[src/rtl/bus_arbiter_pkg.sv]
// Shared address map, arbiter state encoding and region lookup for the CPU/DMA bus arbiter.
package bus_arbiter_pkg;

  localparam logic [19:0] RAM_TOP   = 20'h20000;
  localparam logic [19:0] CHAR_BASE = 20'hB8000;
  localparam logic [19:0] CHAR_LAST = 20'hB8FFF;
  localparam logic [19:0] BIOS_BASE = 20'hFF000;

  typedef enum logic [1:0] {
    OWN_CPU = 2'd0,
    OWN_DMA = 2'd1,
    ACK     = 2'd2
  } arb_state_t;

  typedef enum logic [1:0] {
    REGION_NONE = 2'd0,
    REGION_DATA = 2'd1,
    REGION_CHAR = 2'd2,
    REGION_BIOS = 2'd3
  } region_t;

  // Char RAM wins over RAM, RAM wins over BIOS, so at most one region is ever hit.
  function automatic region_t region_of(input logic [19:0] a);
    if (a >= CHAR_BASE && a <= CHAR_LAST) return REGION_CHAR;
    if (a < RAM_TOP)                      return REGION_DATA;
    if (a >= BIOS_BASE)                   return REGION_BIOS;
    return REGION_NONE;
  endfunction

endpackage

[src/rtl/bus_arbiter_if.sv]
// CPU, DMA and memory-side signals of the shared bus.
// slave = arbiter view; master = the CPU/DMA/memory environment around it.
interface bus_arbiter_if;

  logic [19:0] cpu_address;
  logic [7:0]  cpu_out;
  logic        cpu_we;
  logic [7:0]  cpu_in;
  logic        cpu_ce;

  logic        dma_req;
  logic [19:0] dma_address;
  logic [7:0]  dma_d;
  logic        dma_we;
  logic [7:0]  dma_q;
  logic        dma_ack;

  logic [19:0] mem_address;
  logic [7:0]  mem_d;
  logic        w_data;
  logic        w_char;
  logic        w_bios;
  logic [7:0]  in_data;
  logic [7:0]  in_char;
  logic [7:0]  in_bios;

  modport slave (
    input  cpu_address, cpu_out, cpu_we,
    input  dma_req, dma_address, dma_d, dma_we,
    input  in_data, in_char, in_bios,
    output cpu_in, cpu_ce, dma_q, dma_ack,
    output mem_address, mem_d, w_data, w_char, w_bios
  );

  modport master (
    output cpu_address, cpu_out, cpu_we,
    output dma_req, dma_address, dma_d, dma_we,
    output in_data, in_char, in_bios,
    input  cpu_in, cpu_ce, dma_q, dma_ack,
    input  mem_address, mem_d, w_data, w_char, w_bios
  );

endinterface

[src/rtl/bus_arbiter_decode.sv]
// Combinational region decode and read-data mux for the CPU-side memory map.
// Also reused by the top-level glue, so it has no clock or owner knowledge.
module bus_decode
  import bus_arbiter_pkg::*;
(
  input  logic [19:0] address,
  input  logic [7:0]  in_data,
  input  logic [7:0]  in_char,
  input  logic [7:0]  in_bios,
  output logic        sel_data,
  output logic        sel_char,
  output logic        sel_bios,
  output logic [7:0]  rd_data
);

  region_t region;

  assign region   = region_of(address);
  assign sel_data = (region == REGION_DATA);
  assign sel_char = (region == REGION_CHAR);
  assign sel_bios = (region == REGION_BIOS);

  // Unmapped space reads as an open bus.
  always_comb begin
    rd_data = 8'hFF;
    case (region)
      REGION_DATA: rd_data = in_data;
      REGION_CHAR: rd_data = in_char;
      REGION_BIOS: rd_data = in_bios;
      default:     rd_data = 8'hFF;
    endcase
  end

endmodule

[src/rtl/bus_arbiter.sv]
// Shares the CPU memory bus with one DMA requester, stalling the CPU via cpu_ce for each DMA access.
//   state   | meaning
//   OWN_CPU | CPU owns the bus; grant DMA when requested and the gap counter is spent
//   OWN_DMA | single DMA access, CPU stalled; read data captured at the end of the cycle
//   ACK     | dma_ack high, CPU runs; gap counter reloaded to enforce CPU slots
module bus_arbiter
  import bus_arbiter_pkg::*;
#(
  parameter int unsigned CPU_SLOTS = 1
) (
  input  logic         clock,
  input  logic         reset_n,
  bus_arbiter_if.slave bus
);

  localparam logic [3:0] GAP_RELOAD = (CPU_SLOTS >= 1) ? 4'(CPU_SLOTS - 1) : 4'd0;
  localparam logic       BACK_TO_BACK = (CPU_SLOTS == 0);

  arb_state_t state, state_nxt;
  logic [3:0] gap, gap_nxt;
  logic       dma_owns;
  logic       cpu_ce_raw;
  logic       dma_ack_r;
  logic [7:0] dma_q_r;

  logic       owner_we;
  logic       sel_data, sel_char, sel_bios;
  logic [7:0] rd_data;

  always_ff @(posedge clock) begin
    if (!reset_n) begin
      state     <= OWN_CPU;
      gap       <= 4'd0;
      dma_ack_r <= 1'b0;
      dma_q_r   <= 8'h00;
    end else begin
      state     <= state_nxt;
      gap       <= gap_nxt;
      dma_ack_r <= (state == OWN_DMA);
      if (state == OWN_DMA) dma_q_r <= rd_data;
    end
  end

  always_comb begin
    state_nxt  = state;
    gap_nxt    = gap;
    dma_owns   = 1'b0;
    cpu_ce_raw = 1'b1;
    case (state)
      OWN_CPU: begin
        if (gap != 4'd0)  gap_nxt   = gap - 4'd1;
        else if (bus.dma_req) state_nxt = OWN_DMA;
      end
      OWN_DMA: begin
        dma_owns   = 1'b1;
        cpu_ce_raw = 1'b0;
        state_nxt  = ACK;
      end
      ACK: begin
        // The DMA is still stepping off the ack here, so its request is only
        // honoured immediately when no CPU slots are reserved.
        gap_nxt   = GAP_RELOAD;
        state_nxt = (BACK_TO_BACK && bus.dma_req) ? OWN_DMA : OWN_CPU;
      end
      default: begin
        state_nxt = OWN_CPU;
        gap_nxt   = 4'd0;
      end
    endcase
  end

  assign bus.mem_address = dma_owns ? bus.dma_address : bus.cpu_address;
  assign bus.mem_d       = dma_owns ? bus.dma_d       : bus.cpu_out;
  assign owner_we        = dma_owns ? bus.dma_we      : bus.cpu_we;

  bus_decode u_decode (
    .address  (bus.mem_address),
    .in_data  (bus.in_data),
    .in_char  (bus.in_char),
    .in_bios  (bus.in_bios),
    .sel_data (sel_data),
    .sel_char (sel_char),
    .sel_bios (sel_bios),
    .rd_data  (rd_data)
  );

  assign bus.w_data  = owner_we & sel_data & reset_n;
  assign bus.w_char  = owner_we & sel_char & reset_n;
  assign bus.w_bios  = owner_we & sel_bios & reset_n;
  assign bus.cpu_in  = rd_data;
  assign bus.cpu_ce  = cpu_ce_raw & reset_n;
  assign bus.dma_q   = dma_q_r;
  assign bus.dma_ack = dma_ack_r;

endmodule

[src/flat_wrapper.sv]
// flat-port wrapper written by rule: the top's interface ports become plain ports
module bus_arbiter_flat import bus_arbiter_pkg::*;
#(
  parameter int unsigned CPU_SLOTS = 1
)
  (clock, reset_n, bus_cpu_address, bus_cpu_out, bus_cpu_we, bus_dma_req, bus_dma_address, bus_dma_d, bus_dma_we, bus_in_data, bus_in_char, bus_in_bios, bus_cpu_in, bus_cpu_ce, bus_dma_q, bus_dma_ack, bus_mem_address, bus_mem_d, bus_w_data, bus_w_char, bus_w_bios);
  bus_arbiter_if bus_i ();
  input  logic clock;
  input  logic reset_n;
  input wire logic [$bits(bus_i.cpu_address)-1:0] bus_cpu_address;
  input wire logic [$bits(bus_i.cpu_out)-1:0] bus_cpu_out;
  input wire logic [$bits(bus_i.cpu_we)-1:0] bus_cpu_we;
  input wire logic [$bits(bus_i.dma_req)-1:0] bus_dma_req;
  input wire logic [$bits(bus_i.dma_address)-1:0] bus_dma_address;
  input wire logic [$bits(bus_i.dma_d)-1:0] bus_dma_d;
  input wire logic [$bits(bus_i.dma_we)-1:0] bus_dma_we;
  input wire logic [$bits(bus_i.in_data)-1:0] bus_in_data;
  input wire logic [$bits(bus_i.in_char)-1:0] bus_in_char;
  input wire logic [$bits(bus_i.in_bios)-1:0] bus_in_bios;
  output wire logic [$bits(bus_i.cpu_in)-1:0] bus_cpu_in;
  output wire logic [$bits(bus_i.cpu_ce)-1:0] bus_cpu_ce;
  output wire logic [$bits(bus_i.dma_q)-1:0] bus_dma_q;
  output wire logic [$bits(bus_i.dma_ack)-1:0] bus_dma_ack;
  output wire logic [$bits(bus_i.mem_address)-1:0] bus_mem_address;
  output wire logic [$bits(bus_i.mem_d)-1:0] bus_mem_d;
  output wire logic [$bits(bus_i.w_data)-1:0] bus_w_data;
  output wire logic [$bits(bus_i.w_char)-1:0] bus_w_char;
  output wire logic [$bits(bus_i.w_bios)-1:0] bus_w_bios;
  assign bus_i.cpu_address = bus_cpu_address;
  assign bus_i.cpu_out = bus_cpu_out;
  assign bus_i.cpu_we = bus_cpu_we;
  assign bus_i.dma_req = bus_dma_req;
  assign bus_i.dma_address = bus_dma_address;
  assign bus_i.dma_d = bus_dma_d;
  assign bus_i.dma_we = bus_dma_we;
  assign bus_i.in_data = bus_in_data;
  assign bus_i.in_char = bus_in_char;
  assign bus_i.in_bios = bus_in_bios;
  assign bus_cpu_in = bus_i.cpu_in;
  assign bus_cpu_ce = bus_i.cpu_ce;
  assign bus_dma_q = bus_i.dma_q;
  assign bus_dma_ack = bus_i.dma_ack;
  assign bus_mem_address = bus_i.mem_address;
  assign bus_mem_d = bus_i.mem_d;
  assign bus_w_data = bus_i.w_data;
  assign bus_w_char = bus_i.w_char;
  assign bus_w_bios = bus_i.w_bios;
  bus_arbiter #(.CPU_SLOTS(CPU_SLOTS)) u_core (.clock(clock), .reset_n(reset_n), .bus(bus_i));
endmodule
[config.mk]
export PLATFORM = sky130hd
export DESIGN_NAME = bus_arbiter_flat
export DESIGN_NICKNAME = d
export VERILOG_FILES = /design/src/rtl/bus_arbiter_pkg.sv /design/src/rtl/bus_arbiter_if.sv /design/src/rtl/bus_arbiter_decode.sv /design/src/rtl/bus_arbiter.sv /design/src/flat_wrapper.sv
export SDC_FILE = /design/constraint.sdc
export NUM_CORES = 1
export LEC_CHECK = 0
export CAP_MARGIN = 20
export CORE_MARGIN = 4
export CORE_UTILIZATION = 29
export CTS_CLUSTER_DIAMETER = 150
export DETAILED_ROUTE_END_ITERATION = 8
export PLACE_DENSITY = 0.77
export SLEW_MARGIN = 20
export SYNTH_ARGS = -nofsm -noshare
export SYNTH_HDL_FRONTEND = slang
export SYNTH_SLANG_ARGS = --single-unit
[constraint.sdc]
create_clock -name clock -period 1.6 [get_ports clock]
set_clock_uncertainty 0.1 [all_clocks]
set_input_delay 0.24 -clock clock [delete_from_list [all_inputs] [get_ports clock]]
set_output_delay 0.24 -clock clock [all_outputs]
set_load 0.02 [all_outputs]
[Word-level counts from Yosys, hierarchy flattened]
Index checks and enable logic that the tools add are counted.
Storage, ports and cells
  register bits after elaboration: 15
  bits of input ports: 85
  output and inout port bits: 49
  logic and storage cells: 52
Cells by class
  add/subtract/negate cells: 1
  $lt $le $gt $ge: 4
  eq/ne operators: 7
  mux-type cells: 23
  bitwise gates (word level): 8
  reduce and logical (&&, ||, !) cells: 5
Operator list (number)
  20-bit greater-or-equal comparator (second input constant): 2
  8-bit one-hot mux with 3 select lines: 1
  20-bit <= comparator (second input constant): 1
  20-bit by 18-bit < comparator with 1-bit output (second input constant): 1
  20-bit two-way mux: 1
  2-bit two-way mux: 8
  1-bit two-way mux: 9
  8-bit two-way mux: 1
  4-bit one-hot mux with 2 select lines: 1
  1-bit bitwise AND: 7
  2-bit by 1-bit == test with 1-bit output (second input constant): 2
  2-bit == test (second input constant): 2
  4-bit two-way mux: 1
  2-bit != test (second input constant): 2
  2-bit one-hot mux with 2 select lines: 1
  2-bit AND reduction: 2
  4-bit nonzero test: 1
  4-bit by 1-bit subtractor with 4-bit output (second input constant): 1
  2-bit zero test: 1
  2-bit by 1-bit != test with 1-bit output (second input constant): 1
  1-bit logical AND: 1
  1-bit inverter: 1

[Logic depth before layout (Yosys ltp)]
  depth in word-level cells: 15
  mapped depth: 7
  depth with buffers taken out: 6

[Modules after synthesis]
Synthesis repeated with hierarchy kept, for this count alone.
Unflattened totals
  cell total of the unflattened synthesis: 204
  area, all modules: 1257.5 µm²
By module, submodules not included
  bus_arbiter: instances 1, cells an instance 168, area each 1043.5 µm², seq. area each 300.3 µm²
  bus_decode: instances 1, cells an instance 36, area each 214.0 µm², seq. area each 0.0 µm²

[Least setup slack after synthesis]
No wires, ideal clock.
  kind: input-to-output
  from: in bus_cpu_address[14]
  to: out bus_w_char
  data arrival time: 1.454 ns
  required time: 1.260 ns
  slack: -0.194 ns
  stages: 4
  buffers on the path: 0
  cells stage by stage: or4_4 > nor2_4 > mux2_2 > nor2b_1
On the way
  longest elaborated chain between the ends: 11
  elaborated cells on any way between the ends: 20
  classes of those cells: order compare (4); eq/ne (1); mux (12); bitwise (2); reduce/logical (1)
Ends and longest elaborated chain
  start: declaration: line flat_wrapper.sv:10  | input wire logic [$bits(bus_i.cpu_address)-1:0] bus_cpu_address;
  20-bit two-way mux (*): line bus_arbiter.sv:72  | assign bus.mem_address = dma_owns ? bus.dma_address : bus.cpu_address;
  20-bit greater-or-equal comparator: line bus_arbiter_pkg.sv:26  | if (a >= BIOS_BASE) return REGION_BIOS;
  1-bit two-way mux (2 in series): line bus_arbiter_pkg.sv:26
  1-bit two-way mux: line bus_arbiter_pkg.sv:25  | if (a < RAM_TOP) return REGION_DATA;
  2-bit two-way mux: line bus_arbiter_pkg.sv:27  | return REGION_NONE;
  2-bit two-way mux: line bus_arbiter_pkg.sv:26
  2-bit two-way mux (*): line bus_arbiter_pkg.sv:25
  2-bit == test (*): line bus_arbiter_decode.sv:20  | assign sel_char = (region == REGION_CHAR);
  1-bit bitwise AND (*) (2 in series): line bus_arbiter.sv:88  | assign bus.w_char = owner_we & sel_char & reset_n;
  end: declaration: line flat_wrapper.sv:27  | output wire logic [$bits(bus_i.w_char)-1:0] bus_w_char;
Mark *: on every way between the ends. The rest lies on a longest branch, timed or not. The select of a mux whose other input is x is not followed.

[Worst setup path in the final report]
  from: reg u_core.state[1]
  to: out bus_cpu_in[2]
On the way
  longest elaborated chain between the ends: 12
  elaborated cells on any way between the ends: 23
  classes of those cells: order compare (4); eq/ne (4); mux (14); reduce/logical (1)
Ends and longest elaborated chain
  start: declaration: line bus_arbiter.sv:19  | arb_state_t state, state_nxt;
  start signal: assignment: line bus_arbiter.sv:37  | state <= state_nxt;
  2-bit by 1-bit == test with 1-bit output (*): line bus_arbiter.sv:49  | case (state)
  1-bit two-way mux (*): line bus_arbiter.sv:49
  20-bit two-way mux (*): line bus_arbiter.sv:72
  20-bit greater-or-equal comparator: line bus_arbiter_pkg.sv:26
  1-bit two-way mux (2 in series): line bus_arbiter_pkg.sv:26
  1-bit two-way mux: line bus_arbiter_pkg.sv:25
  2-bit two-way mux: line bus_arbiter_pkg.sv:27
  2-bit two-way mux: line bus_arbiter_pkg.sv:26
  2-bit two-way mux (*): line bus_arbiter_pkg.sv:25
  2-bit == test or 2-bit by 1-bit == test with 1-bit output (tied branches): line bus_arbiter_decode.sv:26  | case (region)
  8-bit one-hot mux with 3 select lines (*): line bus_arbiter_decode.sv:26
  end: declaration: line flat_wrapper.sv:20  | output wire logic [$bits(bus_i.cpu_in)-1:0] bus_cpu_in;
Marked as above.

==> results.yml <==
synthesis:
  synth_area_sq_um: 1530
  asyncSetResetFlopFracSynth_pct: 0
  number_of_synthesized_flops_with_an_enable_pin: 0
  synth.yosys.seq_area_share_pct: 19.6
  synthFlopType: "sky130_fd_sc_hd__dfxtp_1"
  syn_nets: 314
  syn-instance-count: 227
  syn-mean-instance-area_sq_um: 6.75
  ys_warn_count: 0
  post-synth-top-area-fraction_pct: 22.8
  synth_area_leader_cell: "sky130_fd_sc_hd__nand2_1"
  synth-seq-cells: 15
  yosys.cell_count.top_type: "sky130_fd_sc_hd__nand2_1"
  number_of_different_library_cells_in_the_post_synthesis_netlist: 41
  synth_top_cells_by_area: "sky130_fd_sc_hd__nand2_1, sky130_fd_sc_hd__dfxtp_1, sky130_fd_sc_hd__a221o_1, sky130_fd_sc_hd__a211o_1, sky130_fd_sc_hd__a21boi_0"
  post_synth_most_frequent_cells: "sky130_fd_sc_hd__nand2_1, sky130_fd_sc_hd__dfxtp_1, sky130_fd_sc_hd__buf_2"
clock_network:
  cts-buffers-inserted: 3
  clkSinkCount: 15
  clk_pin_slew_ps: 60
  clk_root_buffer_cell: "sky130_fd_sc_hd__clkbuf_8"
  cts_buffer_depth: 2
  htreeDepth: 1
  insertion_delay_ps: 260
  tritoncts: "done"
  ctsHoldBuffers: 0
detailed_routing:
  detail_route.drc_violations: 0
  route.detailed.wl_per_inst_um: 16.9
  post_drt_via_cell_ratio: 4.99
  postRouteWirelength_um: 8210
  final_antenna_net_count: 0
  1st_iter_drt_viols: 124
  vias: 2423
  dr.pass1.iters: 4
floorplanning:
  die_x_um: 80.7
  coreArea_sq_um: 5110
  design.portCount: 134
  die-height_um: 80.7
  num_rows: 26
  floorplan.initialDensity_pct: 30.0
  die_area_sq_um: 6510
critical_path:
  critPathCaptureType: "output port"
  timing_worst_setup_path_type: "flop to output port"
  setup.worst_path.start_class: "flop"
  r2r_setup_slack_ps: -150
  worst_path_most_repeated_cell: "sky130_fd_sc_hd__buf_12"
  critical_path.startpoint: "u_core.state[1]$_SDFFE_PN0P_"
  worst_ep_required_time_ps: 1260
  timing.rr.start: "u_core.state[1]$_SDFFE_PN0P_"
  critical_path_peak_fanout: 8
  critPathTopFamily: "buffers and inverters"
  worst_path_arrival_ps: 1860
  worstPathBufferInverterCount: 3
  cp_slowest_stage_delay_ps: 330
  endpoint: "bus_cpu_in[2]"
  crit_path_top_delay_cell: "sky130_fd_sc_hd__dfxtp_2"
  worstPathCellList: "nand2b_4 -> buf_12 -> mux2i_4 -> buf_12 -> and2b_1 -> a221o_1 -> buf_6"
  cp_depth: 7
  worst_flop_to_flop_path_endpoint: "u_core.bus.dma_q[0]$_SDFFE_PN0P_"
  rr_worst_depth: 11
global_routing:
  antenna_violations_before_repair: 1
  grt_first_pass_wirelength_um: 12100
  global_route.usage.total_pct: 23.8
  global_route.overflow_total: 0
  grt_pass1_vias: 2430
  largest_net_degree_at_the_start_of_global_routing: 22
timing:
  tightestPinTransition_ps: 448
  finalSetupViolCount: 48
  layout_worst_path_cycle_share_pct: 138
  hold-worst-slack_ps: 412
  rsz0062_at_grt: "yes"
  slew_viol_final: 0
  hold_viol: 0
  final_critical_path_setup_slack_ps: -600
  final.min_clock_period_ps: 2200
  fmaxAchievable_mhz: 454
  timing.slew.headroom_pct: 70.1
outcome:
  status: "finished with violations"
  violated_checks: "setup timing"
cells_and_area:
  layout-drive-gt1-share_pct: 44.6
  syn2layout_area_growth_pct: 150
  nFillCells: 375
  finish.instance_area_sq_um: 3820
  nNetsFinal: 503
  final_util_pct: 74.8
place:
  dp_hpwl_um: 5530
  io_buffer_count: 133
  routabilityCongestion: 0.833
  detailed_place.area_sq_um: 3290
pwr:
  p_per_area_nw_per_um2: 840
  totalPowerFinal_mw: 3.21
  p_leak_nw: 1.84
  max-vdd-ir-drop_v: 0.000614
job:
  max_cap_viol_count: 0
min_path:
  worstHoldPathType: "flop to flop"
-- worst min path at each step --
stage                                     from                          endpoint  slack, ps  cells after the start
floorplan                       bus_in_char[6]  u_core.bus.dma_q[6]$_SDFFE_PN0P_        260                      1
finish              u_core.gap[1]$_SDFFE_PN0P_        u_core.gap[1]$_SDFFE_PN0P_        410                      2
global placement    u_core.gap[3]$_SDFFE_PN0P_        u_core.gap[3]$_SDFFE_PN0P_        370                      2
global route        u_core.gap[1]$_SDFFE_PN0P_        u_core.gap[1]$_SDFFE_PN0P_        440                      2
detailed placement  u_core.gap[3]$_SDFFE_PN0P_        u_core.gap[3]$_SDFFE_PN0P_        380                      2
CTS                 u_core.gap[3]$_SDFFE_PN0P_        u_core.gap[3]$_SDFFE_PN0P_        390                      2
-- worst min-delay path, cell delays in order, from the launching register on --
cell and delay (ps):
sky130_fd_sc_hd__dfxtp_1 320, sky130_fd_sc_hd__nor2_1 100, sky130_fd_sc_hd__a211oi_1 50
-- what timing repair did --
item | 4_1_cts | 5_1_grt
endpoints found under the setup margin | 48 | 52
setup buffers | 16 | 9
pin swaps | 25 | 39
gates resized for setup | 282 | 58
cloned | 3 | 0
-- registers in the layout (all words and copies together) (netlist names) --
| signal | count |
|---|---|
| u_core.bus.dma_ack | 1 |
| u_core.bus.dma_q | 8 |
| u_core.state | 2 |
| u_core.gap | 4 |
-- logic make-up after synthesis --
logic type                 synth area share (%)
buffers and inverters                      5.64
muxes                                      2.94
and+or+nand+nor                            44.4
xor gates and xnor gates                   1.14
adders and majority gates                  1.63
DFF                                        19.6
AOI/OAI and AO/OA                          24.6
-- cells in the final DEF (no fill, tap or decap), types with 5 or more instances in the layout --
cell and count:
sky130_fd_sc_hd__buf_8 5, sky130_fd_sc_hd__a221o_1 8, sky130_fd_sc_hd__dfxtp_1 12, sky130_fd_sc_hd__nand2_2 39, sky130_fd_sc_hd__nor2_1 7, sky130_fd_sc_hd__buf_6 48
sky130_fd_sc_hd__buf_4 41, sky130_fd_sc_hd__clkdlybuf4s50_1 74, sky130_fd_sc_hd__dlygate4sd2_1 12, sky130_fd_sc_hd__o21a_1 8, sky130_fd_sc_hd__a211o_1 8, sky130_fd_sc_hd__a21boi_1 5
sky130_fd_sc_hd__o21bai_1 6, sky130_fd_sc_hd__nand2_1 50
-- power by group --
part / leakage (nW) / switching [mW] / internal [mW]
combinational: 1.69 / 1.10 / 1.24
sequential: 0.124 / 0.0669 / 0.475
clock: 0.0255 / 0.154 / 0.173
-- per-layer routing --
layer  up-vias  part of all wire [%]  track usage [%]
met1      1152                    38             27.6
met2        92                    54             43.7
met3        12                   5.9             4.37
met5         -                     0                0
met4         0                   1.4             7.26
li1       1167                     -                -
-- per-stage QoR --
stage	setup TNS [ps]	std cells	worst slack [ps]
4_1_cts	-9740	479	-564
3_5_place_dp	-26160	457	-1220
5_1_grt	-17920	486	-648
6_report	-14950	486	-600
2_1_floorplan	-1160	227	-133
3_3_place_gp	-25150	457	-1170
-- final cells by class --
| class | instances | area, sq um | area share, % |
|---|---|---|---|
| diodes | 1 | 2.50 | 0.0655 |
| multi-input cells | 196 | 1400 | 36.7 |
| flip-flops and latches | 15 | 304 | 7.96 |
| clock inverters | 1 | 5.00 | 0.131 |
| inverters | 4 | 15.0 | 0.393 |
| clock buffers | 3 | 41.3 | 1.08 |
| well taps | 70 | 87.6 | 2.29 |
| repair buffers | 196 | 1960 | 51.4 |
Power figures use the tool's default switching activity.
